**src/rtl/uart_receiver.sv**
```systemverilog
// uart_receiver: oversampling UART receiver (8N1, LSB first, idle high).
// The rxd line is synchronized, the start bit is validated at its centre, and
// each data bit and the stop bit are sampled at their centres. Completed bytes
// are presented with data-available, framing-error and overrun status.
//
// Ports:
//   clk         system clock
//   reset       synchronous, active-high reset
//   sample_tick one-clk pulse, OVERSAMPLE per bit period
//   rxd         asynchronous serial input, idle high
//   rd_ack      one-clk pulse: bus consumed rx_data (clears rda, overrun)
//   rx_data     last received byte
//   rda         receive data available
//   frame_err   stop bit of the last byte was sampled low
//   overrun     a byte completed while rda was still set
//   rx_busy     receiver is not idle (decoded from the state register)
module uart_receiver #(
  parameter int unsigned OVERSAMPLE  = 16,
  parameter int unsigned SYNC_STAGES = 2
) (
  input  logic       clk,
  input  logic       reset,
  input  logic       sample_tick,
  input  logic       rxd,
  input  logic       rd_ack,
  output logic [7:0] rx_data,
  output logic       rda,
  output logic       frame_err,
  output logic       overrun,
  output logic       rx_busy
);

  localparam int unsigned TICK_W = $clog2(OVERSAMPLE);
  localparam logic [TICK_W-1:0] HALF_LAST = TICK_W'(OVERSAMPLE / 2 - 1);
  localparam logic [TICK_W-1:0] FULL_LAST = TICK_W'(OVERSAMPLE - 1);

  typedef enum logic [1:0] {
    IDLE  = 2'd0,
    START = 2'd1,
    DATA  = 2'd2,
    STOP  = 2'd3
  } state_t;

  logic [SYNC_STAGES-1:0] sync_q;
  logic                   rx_s;

  state_t            state_q;
  logic [TICK_W-1:0] tick_cnt_q;
  logic [2:0]        bit_cnt_q;
  logic [7:0]        shift_q;
  logic [7:0]        rx_data_q;
  logic              rda_q;
  logic              frame_err_q;
  logic              overrun_q;

  // Metastability synchronizer; idles high so reset never looks like a start bit.
  always_ff @(posedge clk) begin
    if (reset) begin
      sync_q <= '1;
    end else begin
      sync_q <= {sync_q[SYNC_STAGES-2:0], rxd};
    end
  end

  assign rx_s = sync_q[SYNC_STAGES-1];

  // Receive FSM, counters and bus-facing status; only rd_ack acts off-tick.
  always_ff @(posedge clk) begin
    if (reset) begin
      state_q     <= IDLE;
      tick_cnt_q  <= '0;
      bit_cnt_q   <= '0;
      shift_q     <= '0;
      rx_data_q   <= '0;
      rda_q       <= 1'b0;
      frame_err_q <= 1'b0;
      overrun_q   <= 1'b0;
    end else begin
      if (rd_ack) begin
        rda_q     <= 1'b0;
        overrun_q <= 1'b0;
      end

      if (sample_tick) begin
        case (state_q)
          IDLE: begin
            if (!rx_s) begin
              state_q    <= START;
              tick_cnt_q <= '0;
            end
          end

          START: begin
            // Start-bit centre: a high line here was only a glitch.
            if (tick_cnt_q == HALF_LAST) begin
              tick_cnt_q <= '0;
              if (!rx_s) begin
                state_q   <= DATA;
                bit_cnt_q <= '0;
              end else begin
                state_q <= IDLE;
              end
            end else begin
              tick_cnt_q <= tick_cnt_q + TICK_W'(1);
            end
          end

          DATA: begin
            if (tick_cnt_q == FULL_LAST) begin
              shift_q    <= {rx_s, shift_q[7:1]};
              tick_cnt_q <= '0;
              bit_cnt_q  <= bit_cnt_q + 3'd1;
              if (bit_cnt_q == 3'd7) begin
                state_q <= STOP;
              end
            end else begin
              tick_cnt_q <= tick_cnt_q + TICK_W'(1);
            end
          end

          STOP: begin
            // Leave at the stop-bit centre so a following start edge is caught.
            if (tick_cnt_q == FULL_LAST) begin
              state_q     <= IDLE;
              tick_cnt_q  <= '0;
              rx_data_q   <= shift_q;
              rda_q       <= 1'b1;
              frame_err_q <= ~rx_s;
              // A coincident rd_ack consumed the old byte, so no overrun then.
              if (rda_q && !rd_ack) begin
                overrun_q <= 1'b1;
              end
            end else begin
              tick_cnt_q <= tick_cnt_q + TICK_W'(1);
            end
          end

          default: state_q <= IDLE;
        endcase
      end
    end
  end

  assign rx_data   = rx_data_q;
  assign rda       = rda_q;
  assign frame_err = frame_err_q;
  assign overrun   = overrun_q;
  assign rx_busy   = (state_q != IDLE);

endmodule
```
**config.mk**
```make
export PLATFORM = sky130hd
export DESIGN_NAME = uart_receiver
export DESIGN_NICKNAME = d
export VERILOG_FILES = /design/src/rtl/uart_receiver.sv
export SDC_FILE = /design/constraint.sdc
export NUM_CORES = 1
export LEC_CHECK = 0
export CORE_ASPECT_RATIO = 0.75
export CORE_UTILIZATION = 53
export DETAILED_ROUTE_END_ITERATION = 10
export GPL_TIMING_DRIVEN = 0
export PLACE_DENSITY = 0.83
export SYNTH_ARGS = -nofsm -noshare
export SYNTH_HDL_FRONTEND = slang
export SYNTH_SLANG_ARGS = --single-unit
```
**constraint.sdc**
```tcl
create_clock -name clk -period 1.8 [get_ports clk]
set_input_delay 0.36 -clock clk [delete_from_list [all_inputs] [get_ports clk]]
set_output_delay 0.36 -clock clk [all_outputs]
set_load 0.01 [all_outputs]
```
* Yosys cells after proc, flatten, opt, wreduce, memory -nomap -nowiden *
Cells that the tools add are included.

word-level totals
  bits in registers = 30
  input port bits = 5
  word-level logic and storage cells = 59

cells by class
  $add $sub $neg = 2
  eq/ne operators = 12
  mux-type cells = 24
  bitwise gates (word level) = 1
  reduce and logical (&&, ||, !) cells = 11

operator list
  kind                                                             count
  2-bit 2-to-1 mux                                                 6
  4-bit 2-to-1 mux                                                 3
  2-bit inequality test, second input constant                     6
  4-bit one-hot mux with 3 select lines                            1
  1-bit 2-to-1 mux                                                 9
  3-bit 2-to-1 mux                                                 3
  2-bit one-hot mux with 4 select lines                            1
  3-bit one-hot mux with 2 select lines                            1
  3-bit AND reduction                                              2
  6-bit AND reduction                                              1
  5-bit AND reduction                                              1
  4-bit by 1-bit adder with 4-bit output, second input constant    1
  2-bit == test, second input constant                             2
  4-bit by 3-bit == test with 1-bit output, second input constant  1
  4-bit == test, second input constant                             1
  2-bit nonzero test                                               2
  3-bit by 1-bit adder with 3-bit output, second input constant    1
  3-bit == test, second input constant                             1
  2-bit by 1-bit == test with 1-bit output, second input constant  1
  2-bit zero test                                                  1
  2-bit AND reduction                                              1
  2-bit OR reduction                                               1
  1-bit logical AND                                                1
  1-bit zero test                                                  1
  1-bit NOT                                                        1

* Longest topological paths before layout *
  depth after elaboration = 6
  depth in mapped cells = 6

* Least setup slack after synthesis *
No wires, ideal clock.

  path type = flip-flop to flip-flop
  start = register tick_cnt_q[0]
  end = register bit_cnt_q[0]
  arrival time = 1.263 ns
  data required time = 1.713 ns
  path slack = 0.450 ns
  cell stages (with the launch flop) = 6
  buffers on the path = 1
  clock period less this slack = 1.350 ns
  cell sequence = dfxtp_1 ha_1 and3_1 buf_4 and3_1 o31ai_1

between the ends
  cells in the longest elaborated chain, start to end = 3
  elaborated cells on any way between the ends = 5

ends and longest elaborated chain
  item                                                                       line     source
  start: declaration                                                         48       logic [TICK_W-1:0] tick_cnt_q;
  start signal: assignment                                                   104      tick_cnt_q <= tick_cnt_q + TICK_W'(1);
  start signal: assignment                                                   117      tick_cnt_q <= tick_cnt_q + TICK_W'(1);
  start signal: assignment                                                   134      tick_cnt_q <= tick_cnt_q + TICK_W'(1);
  4-bit == test or 4-bit by 3-bit == test with 1-bit output (tied branches)  109, 95
  2-bit inequality test (no line)                                            n/a
  5-bit AND reduction (no line) (*)                                          n/a
  end signal: assignment                                                     112      bit_cnt_q <= bit_cnt_q + 3'd1;
  end: declaration                                                           49       logic [2:0] bit_cnt_q;

Every way passes the cells marked *; elsewhere a longest branch is shown, timed or not.
A chain may end at the register's enable or synchronous reset.

* Worst setup path in the final report *
  start = register state_q[0]
  end = output rx_busy

between the ends
  cells in the longest elaborated chain, start to end = 1

ends and longest elaborated chain
  item                      line  source
  start: declaration        47    state_t state_q;
  start signal: assignment  70    state_q <= IDLE;
  start signal: assignment  88    state_q <= START;
  start signal: assignment  98    state_q <= DATA;
  2-bit nonzero test        148   assign rx_busy = (state_q != IDLE);
  end: declaration          30    output logic rx_busy

No other way between the ends.

==> run metrics <==
Peak VDD IR 0.841 mV; CTS clk-pin slew, worst paths 100 ps; EDFF count, synth 0; non-filler cells, final 209; Routability Congestion 0.874; final worst setup slack 63.0 ps; post-DP HPWL 2140 um; final worst-path cycle share 96.5%; kind of critical path reg2out; hold_ws 418 ps; DRC violations left 0; die width 59.9 um; share of the synthesized area in the top cell type 45.1%; cts repair resizes 1; RSZ-0062 raised after global routing no; syn_nets 161; Post-CTS Hold Buffers 0; Core Box Area 2330 um2; sequential share of the synthesized area 45.1%; Setup-failing EPs final 0; Overflow after GRT 0; Place WS -94.5 ps; io pins 17; post-synth top area cell dfxtp_1; Hold Path Class reg2reg; Worst Path Required 1440 ps; post-CTS setup buffers 0; Area Overhead vs Synth 20.3%; CTS Sinks 30; Row Count 15; Crit. End Element primary output; Startpoint Class flip-flop; DR vias 1,232; Async SR Flop Fraction 0%; largest net degree at the start of global routing 14; gr usage total 25.0%; Crit path largest cell delay 420 ps; placed inst area 1530 um2; post-route ant nets 0; # nets final 182; cts bufs inserted 5; Die Ht 45.4 um; outcome completed; wire per inst 14.3 um; worst setup path endpoint rx_busy; Iter 0 DRT Violations 41; Synth cell types 34; Clock Skew 10.1 ps; cell count after synthesis 153; Final Hold Viols 0; FF-to-FF setup slack 210 ps; Starting Density 57.2%; worst-path fanout max 12; final instance area 1600 um2; fin util 68.8%; Critical Path Slowest Stage Cell dfxtp_1; Post-synth top flop dfxtp_1; area of the die 2720 um2; clk_lat worst skew 340 ps; Final Max Tran Viols 0; Root Driver clkbuf_4; first-pass GRT wire length 4910 um; initial antenna violation count 0; Max Cap Violations 0; Synth Register Bits 30; r2r startpoint tick_cnt_q[0]$_SDFFE_PP0P_; Post-synth top cells dfxtp_1, a21oi_1, o21ai_0; Max Fclk 0.576 GHz; buffers added on ports 16; drt via density 5.89; Leak 0.574 nW; Synth Warn # 0; share of layout cells above drive strength 1 12.0%; Synth area leaders dfxtp_1, a21oi_1, o21ai_0, nand3_1, ha_1; First-pass DRT Iterations 4; Post-Route WL 2990 um; post-synthesis cell area 1330 um2; level count of the clock H-tree 2; deepest clock path buffer count 2; leading cell type by number of instances after synthesis dfxtp_1; Tmin final 1740 ps; crit path DAT 1380 ps; crit path cell chain or2_2, dlygate4sd2_1; Post-Place Cells 203; Worst Setup SP state_q[0]$_SDFFE_PP0P_; Rel. slew slack 68.6%; Worst-Margin Slew 471 ps; CTS tree yes; Diodes inserted 0; Syn Area/Cell 8.70 um2; # fillers 221; Critical R2R Capture rx_data[7]$_SDFFE_PP0P_; power per cell area 773 nW/um2; number of global-route vias before repair 1,070; worst-case reg-to-reg path depth 5
==> sequential cells by signal (all words and copies together) (netlist names), named ones only <==
| register | cells |
|---|---|
| bit_cnt_q | 3 |
| frame_err | 1 |
| overrun | 1 |
| rda | 1 |
| rx_data | 8 |
| shift_q | 8 |
| state_q | 1 |
| sync_q | 2 |
| tick_cnt_q | 4 |
==> worst min-delay path by stage <==
| stage | startpoint | to | slack [ps] | cells after the start |
|---|---|---|---|---|
| after floorplan | sync_q[0]$_SDFF_PP1_ | sync_q[1]$_SDFF_PP1_ | 390 | 1 |
| after global placement | sync_q[0]$_SDFF_PP1_ | sync_q[1]$_SDFF_PP1_ | 390 | 1 |
| after detailed placement | sync_q[0]$_SDFF_PP1_ | sync_q[1]$_SDFF_PP1_ | 400 | 1 |
| after CTS | sync_q[0]$_SDFF_PP1_ | sync_q[1]$_SDFF_PP1_ | 420 | 1 |
| after global routing | sync_q[0]$_SDFF_PP1_ | sync_q[1]$_SDFF_PP1_ | 450 | 1 |
| final | sync_q[0]$_SDFF_PP1_ | sync_q[1]$_SDFF_PP1_ | 420 | 1 |
==> report_power, final <==
part           internal [W]  switching [W]
sequential         0.000667     0.00000419
clock              0.000287       0.000242
combinational     0.0000162      0.0000220
total              0.000970       0.000268
==> critical path, delay by kind of cell, from the launching register on <==
kind	cells	cell delay, ps
buffers and inverters	1	290
flip-flops	1	420
AND/OR/NAND/NOR	1	330
==> area by class of cell <==
type	count	area [um2]	area share, %
clock buffer	5	37.5	2.34
multi-input combinational	104	637	39.8
buffer	10	57.6	3.59
clock inverter	3	40.0	2.50
tap	34	42.5	2.66
timing repair buffer	16	159	9.92
sequential	30	602	37.6
inverter	7	26.3	1.64
==> per-stage QoR <==
stage	TNS, ps	power (W)
2_1_floorplan	0	0.000704
3_3_place_gp	-199	0.000723
3_5_place_dp	-819	0.000725
4_1_cts	0	0.00124
5_1_grt	0	0.00127
6_report	0	0.00124
==> per-layer routing <==
| metal | up-vias | GRT usage [%] | share of wire (%) |
|---|---|---|---|
| met5 | - | 0 | 0 |
| met4 | 0 | 7.91 | 0.50 |
| met3 | 2 | 7.67 | 7.7 |
| met2 | 44 | 38.2 | 46 |
| met1 | 585 | 34.0 | 46 |
| li1 | 601 | - | - |
==> kinds of logic (layout without fill, tap and decap cells) <==
logic type | Yosys count | in the layout | synth area share (%)
DFF | 30 | 30 | 45.1
adders and majority gates | 3 | 3 | 2.82
AOI/OAI and AO/OA | 56 | 56 | 25.1
and+or+nand+nor | 44 | 44 | 19.3
buffers and inverters | 19 | 41 | 7.05
xor gates and xnor gates | 1 | 1 | 0.658
==> placed cells by master (no fill, tap or decap), types with 3 or more instances in the layout <==
master	n
and3_1	4
nand3_1	18
clkbuf_4	5
a21oi_1	21
ha_1	3
clkbuf_1	5
o21ai_0	21
or2_2	3
buf_4	3
inv_1	7
nor2_1	3
clkdlybuf4s50_1	15
dfxtp_1	29
a31oi_1	4
(Power assumes the default switching activity.)
